==> src/rtl/uart_param_pkg.sv <==
// uart_param_pkg: shared types, legal parameter ranges and the parameter
// legality check for the parametrised UART core.
package uart_param_pkg;

   // Legal ranges for the compile-time configuration.
   localparam int DATA_BITS_MIN  = 5;
   localparam int DATA_BITS_MAX  = 9;
   localparam int OVERSAMPLE_MIN = 4;
   localparam int OVERSAMPLE_MAX = 16;
   localparam int STOP_BITS_MIN  = 1;
   localparam int STOP_BITS_MAX  = 2;

   // Bit counter width: large enough for DATA_BITS_MAX-1 and STOP_BITS_MAX-1.
   localparam int BIT_CNT_W = 4;

   typedef enum logic [2:0] {
      RX_IDLE,
      RX_START,
      RX_DATA,
      RX_PARITY,
      RX_STOP,
      RX_BREAK
   } rx_state_t;

   typedef enum logic [2:0] {
      TX_IDLE,
      TX_START,
      TX_DATA,
      TX_PARITY,
      TX_STOP
   } tx_state_t;

   // Elaboration-time legality check used by the top level.
   function automatic bit params_legal(input int data_bits,
                                       input int stop_bits,
                                       input int oversample,
                                       input int parity_odd);
      return (data_bits  >= DATA_BITS_MIN)  && (data_bits  <= DATA_BITS_MAX)  &&
             (stop_bits  >= STOP_BITS_MIN)  && (stop_bits  <= STOP_BITS_MAX)  &&
             (oversample >= OVERSAMPLE_MIN) && (oversample <= OVERSAMPLE_MAX) &&
             ((oversample % 2) == 0) &&
             ((parity_odd == 0) || (parity_odd == 1));
   endfunction

endpackage

==> src/rtl/uart_param_if.sv <==
// uart_param_if: byte-level side of the UART. The slave modport is the UART
// core; the master modport is the control logic that sends and receives.
interface uart_param_if #(
   parameter int DATA_BITS = 8
);
   logic [DATA_BITS-1:0] tx_data;
   logic                 tx_valid;
   logic                 tx_ready;
   logic [DATA_BITS-1:0] rx_data;
   logic                 rx_valid;
   logic                 rx_frame_err;
   logic                 rx_parity_err;

   modport master (
      output tx_data,
      output tx_valid,
      input  tx_ready,
      input  rx_data,
      input  rx_valid,
      input  rx_frame_err,
      input  rx_parity_err
   );

   modport slave (
      input  tx_data,
      input  tx_valid,
      output tx_ready,
      output rx_data,
      output rx_valid,
      output rx_frame_err,
      output rx_parity_err
   );
endinterface

==> src/rtl/uart_tick_gen.sv <==
// uart_tick_gen: oversample tick generator. A down-counter reloads from div
// and issues a one-cycle tick when it reaches zero, i.e. every div+1 clocks.
// Holding restart keeps the counter loaded so the first tick after release
// arrives a full period later, aligning bit edges with the frame start.
module uart_tick_gen #(
   parameter int CLK_DIV_W = 16
) (
   input  logic                 clk,
   input  logic                 rst,
   input  logic                 restart,
   input  logic [CLK_DIV_W-1:0] div,
   output logic                 tick
);

   logic [CLK_DIV_W-1:0] count;

   // Count down to zero, reload on restart or after each tick.
   always_ff @(posedge clk) begin
      // NOTE: flops use non-blocking assignments so every register in the
      // design samples pre-edge values regardless of block ordering.
      if (rst || restart) begin
         count <= div;
      end else if (count == '0) begin
         count <= div;
      end else begin
         count <= count - 1'b1;
      end
   end

   assign tick = (count == '0) && !restart;

endmodule

==> src/rtl/uart_param.sv <==
// uart_param: parametrised full-duplex UART core.
// Data width, stop bits and oversampling are compile-time parameters; the
// baud divisor is a run-time input. Define UART_PARITY_EN to insert a parity
// bit on TX and check it on RX (polarity from PARITY_ODD); without it there
// is no parity bit and rx_parity_err is tied low.
module uart_param
   import uart_param_pkg::*;
#(
   parameter int CLK_DIV_W  = 16,
   parameter int DATA_BITS  = 8,
   parameter int STOP_BITS  = 1,
   parameter int OVERSAMPLE = 16,
   parameter int PARITY_ODD = 0
) (
   input  logic                 clk,
   input  logic                 rst,
   input  logic [CLK_DIV_W-1:0] baud_div,
   input  logic                 rx,
   output logic                 tx,
   uart_param_if.slave          bus,
   output logic                 is_receiving,
   output logic                 is_transmitting
);

   if (!params_legal(DATA_BITS, STOP_BITS, OVERSAMPLE, PARITY_ODD)) begin : g_bad_params
      $error("uart_param: illegal DATA_BITS/STOP_BITS/OVERSAMPLE/PARITY_ODD");
   end

   localparam int                   OS_W         = $clog2(OVERSAMPLE);
   localparam logic [OS_W-1:0]      OS_LAST      = OS_W'(OVERSAMPLE - 1);
   localparam logic [OS_W-1:0]      OS_HALF_LAST = OS_W'(OVERSAMPLE / 2 - 1);
   localparam logic [BIT_CNT_W-1:0] DATA_LAST    = BIT_CNT_W'(DATA_BITS - 1);
   localparam logic [BIT_CNT_W-1:0] STOP_LAST    = BIT_CNT_W'(STOP_BITS - 1);
`ifdef UART_PARITY_EN
   localparam logic                 PAR_ODD      = (PARITY_ODD != 0);
`endif

   // ---------------------------------------------------------------- RX ----

   rx_state_t              rx_state;
   logic                   rx_meta;
   logic                   rx_sync;
   logic                   rx_tick;
   logic [OS_W-1:0]        rx_os;
   logic [BIT_CNT_W-1:0]   rx_bits;
   logic [DATA_BITS-1:0]   rx_shreg;
   logic [DATA_BITS-1:0]   rx_data_q;
   logic                   rx_valid_q;
   logic                   rx_ferr_q;
`ifdef UART_PARITY_EN
   logic                   rx_perr_pend;
   logic                   rx_perr_q;
`endif

   // Two-flop synchroniser for the asynchronous serial input.
   always_ff @(posedge clk) begin
      // NOTE: the synchroniser resets to 1 (idle line) so leaving reset can
      // never be mistaken for a start bit.
      if (rst) begin
         rx_meta <= 1'b1;
         rx_sync <= 1'b1;
      end else begin
         rx_meta <= rx;
         rx_sync <= rx_meta;
      end
   end

   uart_tick_gen #(
      .CLK_DIV_W (CLK_DIV_W)
   ) u_rx_tick (
      .clk     (clk),
      .rst     (rst),
      .restart (rx_state == RX_IDLE),
      .div     (baud_div),
      .tick    (rx_tick)
   );

   // RX FSM: start detection, centre-of-bit sampling and result reporting.
   always_ff @(posedge clk) begin
      if (rst) begin
         rx_state     <= RX_IDLE;
         rx_os        <= '0;
         rx_bits      <= '0;
         rx_shreg     <= '0;
         rx_data_q    <= '0;
         rx_valid_q   <= 1'b0;
         rx_ferr_q    <= 1'b0;
`ifdef UART_PARITY_EN
         rx_perr_pend <= 1'b0;
         rx_perr_q    <= 1'b0;
`endif
      end else begin
         rx_valid_q <= 1'b0;
         case (rx_state)
            RX_IDLE: begin
               rx_os   <= '0;
               rx_bits <= '0;
               if (!rx_sync) begin
                  rx_state <= RX_START;
               end
            end

            // Wait half a bit, then confirm the start bit is still low.
            RX_START: begin
               if (rx_tick) begin
                  if (rx_os == OS_HALF_LAST) begin
                     rx_os    <= '0;
                     rx_state <= rx_sync ? RX_IDLE : RX_DATA;
                  end else begin
                     rx_os <= rx_os + 1'b1;
                  end
               end
            end

            // Sample each data bit at its centre, LSB first.
            RX_DATA: begin
               if (rx_tick) begin
                  if (rx_os == OS_LAST) begin
                     rx_os    <= '0;
                     rx_shreg <= {rx_sync, rx_shreg[DATA_BITS-1:1]};
                     if (rx_bits == DATA_LAST) begin
                        rx_bits <= '0;
`ifdef UART_PARITY_EN
                        rx_state <= RX_PARITY;
`else
                        rx_state <= RX_STOP;
`endif
                     end else begin
                        rx_bits <= rx_bits + 1'b1;
                     end
                  end else begin
                     rx_os <= rx_os + 1'b1;
                  end
               end
            end

`ifdef UART_PARITY_EN
            // Mismatch when the sampled bit differs from the expected parity.
            RX_PARITY: begin
               if (rx_tick) begin
                  if (rx_os == OS_LAST) begin
                     rx_os        <= '0;
                     rx_perr_pend <= rx_sync ^ (^rx_shreg) ^ PAR_ODD;
                     rx_state     <= RX_STOP;
                  end else begin
                     rx_os <= rx_os + 1'b1;
                  end
               end
            end
`endif

            // Only the first stop bit is checked; a low stop bit is a break.
            RX_STOP: begin
               if (rx_tick) begin
                  if (rx_os == OS_LAST) begin
                     rx_os      <= '0;
                     rx_valid_q <= 1'b1;
                     rx_data_q  <= rx_shreg;
                     rx_ferr_q  <= !rx_sync;
`ifdef UART_PARITY_EN
                     rx_perr_q  <= rx_perr_pend;
`endif
                     rx_state   <= rx_sync ? RX_IDLE : RX_BREAK;
                  end else begin
                     rx_os <= rx_os + 1'b1;
                  end
               end
            end

            // Hold off until the line returns high.
            RX_BREAK: begin
               if (rx_sync) begin
                  rx_state <= RX_IDLE;
               end
            end

            default: rx_state <= RX_IDLE;
         endcase
      end
   end

   assign bus.rx_data      = rx_data_q;
   assign bus.rx_valid     = rx_valid_q;
   assign bus.rx_frame_err = rx_ferr_q;
`ifdef UART_PARITY_EN
   assign bus.rx_parity_err = rx_perr_q;
`else
   assign bus.rx_parity_err = 1'b0;
`endif
   assign is_receiving = (rx_state != RX_IDLE);

   // ---------------------------------------------------------------- TX ----

   tx_state_t              tx_state;
   logic                   tx_q;
   logic                   tx_ready_q;
   logic                   tx_tick;
   logic [OS_W-1:0]        tx_os;
   logic [BIT_CNT_W-1:0]   tx_bits;
   logic [DATA_BITS-1:0]   tx_shreg;
`ifdef UART_PARITY_EN
   logic                   tx_par;
`endif

   uart_tick_gen #(
      .CLK_DIV_W (CLK_DIV_W)
   ) u_tx_tick (
      .clk     (clk),
      .rst     (rst),
      .restart (tx_state == TX_IDLE),
      .div     (baud_div),
      .tick    (tx_tick)
   );

   // TX FSM: accept a character, then shift out start, data, parity, stop.
   always_ff @(posedge clk) begin
      if (rst) begin
         tx_state   <= TX_IDLE;
         tx_q       <= 1'b1;
         tx_ready_q <= 1'b0;
         tx_os      <= '0;
         tx_bits    <= '0;
         tx_shreg   <= '0;
`ifdef UART_PARITY_EN
         tx_par     <= 1'b0;
`endif
      end else begin
         case (tx_state)
            TX_IDLE: begin
               tx_q       <= 1'b1;
               tx_ready_q <= 1'b1;
               tx_os      <= '0;
               tx_bits    <= '0;
               if (bus.tx_valid && tx_ready_q) begin
                  tx_shreg   <= bus.tx_data;
`ifdef UART_PARITY_EN
                  tx_par     <= (^bus.tx_data) ^ PAR_ODD;
`endif
                  tx_q       <= 1'b0;
                  tx_ready_q <= 1'b0;
                  tx_state   <= TX_START;
               end
            end

            TX_START: begin
               if (tx_tick) begin
                  if (tx_os == OS_LAST) begin
                     tx_os    <= '0;
                     tx_q     <= tx_shreg[0];
                     tx_shreg <= tx_shreg >> 1;
                     tx_state <= TX_DATA;
                  end else begin
                     tx_os <= tx_os + 1'b1;
                  end
               end
            end

            TX_DATA: begin
               if (tx_tick) begin
                  if (tx_os == OS_LAST) begin
                     tx_os <= '0;
                     if (tx_bits == DATA_LAST) begin
                        tx_bits <= '0;
`ifdef UART_PARITY_EN
                        tx_q     <= tx_par;
                        tx_state <= TX_PARITY;
`else
                        tx_q     <= 1'b1;
                        tx_state <= TX_STOP;
`endif
                     end else begin
                        tx_bits  <= tx_bits + 1'b1;
                        tx_q     <= tx_shreg[0];
                        tx_shreg <= tx_shreg >> 1;
                     end
                  end else begin
                     tx_os <= tx_os + 1'b1;
                  end
               end
            end

`ifdef UART_PARITY_EN
            TX_PARITY: begin
               if (tx_tick) begin
                  if (tx_os == OS_LAST) begin
                     tx_os    <= '0;
                     tx_q     <= 1'b1;
                     tx_state <= TX_STOP;
                  end else begin
                     tx_os <= tx_os + 1'b1;
                  end
               end
            end
`endif

            // Ready rises as the final stop bit ends, so the next character
            // can be accepted on the very next edge.
            TX_STOP: begin
               if (tx_tick) begin
                  if (tx_os == OS_LAST) begin
                     tx_os <= '0;
                     if (tx_bits == STOP_LAST) begin
                        tx_bits    <= '0;
                        tx_ready_q <= 1'b1;
                        tx_state   <= TX_IDLE;
                     end else begin
                        tx_bits <= tx_bits + 1'b1;
                     end
                  end else begin
                     tx_os <= tx_os + 1'b1;
                  end
               end
            end

            default: begin
               tx_q     <= 1'b1;
               tx_state <= TX_IDLE;
            end
         endcase
      end
   end

   assign tx              = tx_q;
   assign bus.tx_ready    = tx_ready_q;
   assign is_transmitting = (tx_state != TX_IDLE);

endmodule

==> src/flat_wrapper.sv <==
// flat-port wrapper written by rule: the top's interface ports become plain ports
module uart_param_flat import uart_param_pkg::*;
#(
   parameter int CLK_DIV_W  = 16,
   parameter int DATA_BITS  = 8,
   parameter int STOP_BITS  = 1,
   parameter int OVERSAMPLE = 16,
   parameter int PARITY_ODD = 0
)
  (clk, rst, baud_div, rx, tx, is_receiving, is_transmitting, bus_tx_data, bus_tx_valid, bus_tx_ready, bus_rx_data, bus_rx_valid, bus_rx_frame_err, bus_rx_parity_err);
  uart_param_if #(.DATA_BITS(DATA_BITS)) bus_i ();
  input  logic clk;
  input  logic rst;
  input  logic [CLK_DIV_W-1:0] baud_div;
  input  logic rx;
  output logic tx;
  output logic is_receiving;
  output logic is_transmitting;
  input wire logic [$bits(bus_i.tx_data)-1:0] bus_tx_data;
  input wire logic [$bits(bus_i.tx_valid)-1:0] bus_tx_valid;
  output wire logic [$bits(bus_i.tx_ready)-1:0] bus_tx_ready;
  output wire logic [$bits(bus_i.rx_data)-1:0] bus_rx_data;
  output wire logic [$bits(bus_i.rx_valid)-1:0] bus_rx_valid;
  output wire logic [$bits(bus_i.rx_frame_err)-1:0] bus_rx_frame_err;
  output wire logic [$bits(bus_i.rx_parity_err)-1:0] bus_rx_parity_err;
  assign bus_i.tx_data = bus_tx_data;
  assign bus_i.tx_valid = bus_tx_valid;
  assign bus_tx_ready = bus_i.tx_ready;
  assign bus_rx_data = bus_i.rx_data;
  assign bus_rx_valid = bus_i.rx_valid;
  assign bus_rx_frame_err = bus_i.rx_frame_err;
  assign bus_rx_parity_err = bus_i.rx_parity_err;
  uart_param #(.CLK_DIV_W(CLK_DIV_W), .DATA_BITS(DATA_BITS), .STOP_BITS(STOP_BITS), .OVERSAMPLE(OVERSAMPLE), .PARITY_ODD(PARITY_ODD)) u_core (.clk(clk), .rst(rst), .baud_div(baud_div), .rx(rx), .tx(tx), .bus(bus_i), .is_receiving(is_receiving), .is_transmitting(is_transmitting));
endmodule
==> config.mk <==
export PLATFORM = sky130hd
export DESIGN_NAME = uart_param_flat
export DESIGN_NICKNAME = d
export VERILOG_FILES = /design/src/rtl/uart_param_pkg.sv /design/src/rtl/uart_param_if.sv /design/src/rtl/uart_tick_gen.sv /design/src/rtl/uart_param.sv /design/src/flat_wrapper.sv
export SDC_FILE = /design/constraint.sdc
export NUM_CORES = 1
export LEC_CHECK = 0
export ABC_AREA = 1
export CAP_MARGIN = 5
export CORE_ASPECT_RATIO = 1.1
export CORE_MARGIN = 2
export CORE_UTILIZATION = 35
export CTS_BUF_LIST = sky130_fd_sc_hd__clkbuf_4
export CTS_CLUSTER_SIZE = 8
export DETAILED_ROUTE_END_ITERATION = 16
export PLACE_DENSITY = 0.51
export SLEW_MARGIN = 5
export SYNTH_ARGS = -nofsm -noshare
export SYNTH_HDL_FRONTEND = slang
export SYNTH_SLANG_ARGS = --single-unit
==> constraint.sdc <==
create_clock -name clk -period 2.48 [get_ports clk]
set_clock_uncertainty 0.1 [all_clocks]
set_input_delay 0.744 -clock clk [delete_from_list [all_inputs] [get_ports clk]]
set_output_delay 0.744 -clock clk [all_outputs]
set_load 0.01 [all_outputs]
==> metrics.txt <==
required time of the worst setup path=1.64 ns; wire length of the first global-routing pass=17.8 mm; met1 layer usage reported by global route=0.203; clock-pin slew on the worst setup and hold paths=0.13 ns; Max FO, Critical Path=5; # port buffers=41; synthesized cell area=4380 µm²; start of the worst register-to-register path=u_core.tx_os[0]; area share of fa/ha/maj cells after synthesis=0.0257; crit path kind=register to output pin; share of layout cells above drive strength 1=0.0971; sequential element share of the synthesized area=0.384; clock tree from TritonCTS=yes; remaining global-route overflow=0; most common cell after layout, fill and taps aside=sky130_fd_sc_hd__nand2_1; Site Rows=42; io pins=43; post-CTS setup repair buffer count=0; number of max-slew violations in the final report=0; number of violations of the max-capacitance limit=0; compound-gate portion of the synthesized area=0.134; number of synthesized register bits=84; hold path startpoint=u_core.rx_meta; clock latency on the worst-skew pair=0.45 ns; average vias per placed instance=4.80; setup repair after global routing missed its margin=false; Bufs on Longest Clock Path=2; Post-Synthesis Mean Instance Area=6.93 µm²; Final Routed Wirelength=10.4 mm; Worst Hold Slack=0.323 ns; violation count after the first detailed-route iteration=237; CTS buffer count=9; largest vdd supply drop=0.000323 V; post-route antenna net violation count=0; Min-Delay Endpoint=u_core.rx_sync; Placed Instance Area=4960 µm²; data arrival time of the critical path=1.49 ns; detailed-router iteration count before antenna repair=4; Core Region=12,100 µm²; total number of vias=4,004; Static Leakage=2.15 nW; Hold Path Stages=1; Setup crit end kind=output pin; weighted congestion reported at the end of routability-driven placement=0.856; kind of path behind the tightest hold check=register to register; top library cells by usage in the layout, fill and taps aside=sky130_fd_sc_hd__nand2_1 (161), sky130_fd_sc_hd__dfxtp_1 (81), sky130_fd_sc_hd__nor2_1 (69); # nets final=712; power density of the placed cells=716 nW/µm²; DRC violation count after routing=0; Die Y-Extent=121 µm; area used by multi-input combinational logic=2370 µm²; Post-Layout Cell Count=835; final setup vio count=0; multiplexer area fraction after synthesis=0; accumulated negative setup slack=0 ns; full die area=13,400 µm²; Worst R2R Path Depth=10; layout overhead on the synthesized area=15.8%; worst reg2reg setup slack=0.40 ns; final period demand of the worst path=2.33 ns; global routing met3 resource utilization=0.0275; simple-gate share of the synthesized area=0.336; total power=3.63 mW; largest net degree at the start of global routing=21; number of nets produced by synthesis=669; clk sinks=84; fillcell total=1,298; GRT Total Usage=0.164; H-tree depth=3; synthesized-area fraction occupied by xor and xnor cells=0.0440; Syn Inst Count=632; number of hold-slack violations in the final timing report=0; Design Area, Final=5070 µm²; number of global-route vias before repair=3,849; layer with the highest usage after global routing=met2; largest family of logic cells by synthesized area=simple AND/OR/NAND/NOR gates; post-DR wirelength/cell=12.5 µm; Worst R2R End=u_core.tx_shreg[4]; Initial Utilization=0.361; width of the die=111 µm; yosys synthesis warning count=0; Period Utilization, post-route=0.940; clock root buffer=sky130_fd_sc_hd__clkbuf_4; met2 usage=0.275; initial antenna violation count=1; combined flip-flop and latch cell area=1690 µm²; count of distinct cell types in the synthesized netlist=38; Max Clk Rate=429 MHz; status=finished clean; DP HPWL=7.97 mm; startpoint type of the worst setup path=register; # placed instances=818
==> state kept, by name, indices dropped and copies added, names as in the netlist <==
| register | flops |
|---|---|
| u_core.bus.rx_data | 8 |
| u_core.tx_os | 4 |
| u_core.u_rx_tick.count | 16 |
| u_core.tx_state | 3 |
| u_core.bus.rx_valid | 1 |
| u_core.rx_bits | 4 |
| u_core.rx_meta | 1 |
| u_core.bus.tx_ready | 1 |
| u_core.tx_bits | 4 |
| u_core.rx_state | 3 |
| u_core.tx | 1 |
| u_core.tx_shreg | 8 |
| u_core.rx_os | 4 |
| u_core.rx_sync | 1 |
| u_core.bus.rx_frame_err | 1 |
| u_core.u_tx_tick.count | 16 |
| u_core.rx_shreg | 8 |
==> metal layers <==
metal / routed length (µm) / vias up
met5: 0 / -
met4: 248 / 0
met3: 276 / 18
met2: 4880 / 51
met1: 5030 / 1803
li1: - / 2132
==> logic make-up after synthesis <==
group,count (synthesis)
simple gates,327
compound gates,111
flops,84
buf+inv,78
xor+xnor,22
fa+ha+maj,9
other cells,1
==> stage by stage <==
stage                     setup WS [ns]   util
after floorplan                   0.738      -
after global placement            0.224  0.408
after detailed placement          0.195  0.408
after CTS                       0.00998  0.417
after global routing            0.00541  0.418
final                             0.148  0.418
==> final cells by class <==
| cell class | count | area share |
|---|---|---|
| tap | 154 | 0.0380 |
| sequential | 84 | 0.332 |
| antenna | 1 | 0.000493 |
| timing repair buffer | 49 | 0.0955 |
| inverter | 61 | 0.0459 |
| clock buffer | 9 | 0.0133 |
| multi-input combinational | 470 | 0.468 |
| clock inverter | 7 | 0.00666 |
==> worst max path at each step <==
stage                             from                  to  depth (start not counted)  slack, ns
finish              u_core.rx_state[2]        is_receiving                          3       0.15
global route        u_core.rx_state[2]        is_receiving                          3      0.005
CTS                 u_core.tx_state[2]     is_transmitting                          3       0.01
detailed placement        bus_tx_valid  u_core.tx_shreg[4]                         10       0.20
global placement          bus_tx_valid  u_core.tx_shreg[0]                         10       0.22
floorplan           u_core.rx_state[2]        is_receiving                          3       0.74
==> Yosys cell counts <==
master	n	area share
sky130_fd_sc_hd__a21oi_1	52	0.059
sky130_fd_sc_hd__a21oi_2	2	0.0040
sky130_fd_sc_hd__a221oi_1	1	0.0020
sky130_fd_sc_hd__a31oi_1	7	0.010
sky130_fd_sc_hd__buf_2	6	0.0069
sky130_fd_sc_hd__buf_4	3	0.0051
sky130_fd_sc_hd__buf_6	2	0.0051
sky130_fd_sc_hd__clkbuf_1	5	0.0043
sky130_fd_sc_hd__clkbuf_2	1	0.0011
sky130_fd_sc_hd__clkinv_2	1	0.0011
sky130_fd_sc_hd__conb_1	1	0.00086
sky130_fd_sc_hd__dfxtp_1	84	0.38
sky130_fd_sc_hd__ha_1	9	0.026
sky130_fd_sc_hd__inv_1	53	0.045
sky130_fd_sc_hd__inv_2	6	0.0051
sky130_fd_sc_hd__inv_4	1	0.0014
sky130_fd_sc_hd__nand2_1	161	0.14
sky130_fd_sc_hd__nand2_2	6	0.0086
sky130_fd_sc_hd__nand2_4	3	0.0077
sky130_fd_sc_hd__nand3_1	51	0.058
sky130_fd_sc_hd__nand3_2	3	0.0069
sky130_fd_sc_hd__nand3_4	1	0.0040
sky130_fd_sc_hd__nand3b_1	6	0.010
sky130_fd_sc_hd__nand4_1	4	0.0057
sky130_fd_sc_hd__nor2_1	69	0.059
sky130_fd_sc_hd__nor2_2	11	0.016
sky130_fd_sc_hd__nor2_4	2	0.0051
sky130_fd_sc_hd__nor2_8	1	0.0046
sky130_fd_sc_hd__nor3_1	6	0.0069
sky130_fd_sc_hd__nor3_2	1	0.0023
sky130_fd_sc_hd__o21ai_0	37	0.042
sky130_fd_sc_hd__o21ai_1	8	0.0091
sky130_fd_sc_hd__o21ai_2	2	0.0040
sky130_fd_sc_hd__o22ai_1	1	0.0014
sky130_fd_sc_hd__o311ai_1	1	0.0020
sky130_fd_sc_hd__or2_2	2	0.0029
sky130_fd_sc_hd__xnor2_1	10	0.020
sky130_fd_sc_hd__xor2_1	12	0.024
==> power by group <==
group / internal, mW / total [mW] / switching (mW)
Sequential: 1.53 / 1.68 / 0.155
Clock: 0.191 / 0.674 / 0.483
Combinational: 0.468 / 1.27 / 0.804
Total: 2.19 / 3.63 / 1.44
==> worst max-delay path, stage by stage, from the launching register on <==
cell	delay (ns)
sky130_fd_sc_hd__dfxtp_1	0.38
sky130_fd_sc_hd__nor2_2	0.19
sky130_fd_sc_hd__nand2_1	0.15
sky130_fd_sc_hd__dlygate4sd2_1	0.33
==> repair_timing <==
item,4_1_cts,5_1_grt
gates resized for setup,5,1
hold buffers,0,0
endpoints found under the setup margin,2,1
Note: power is estimated with default switching activity, not from simulation.
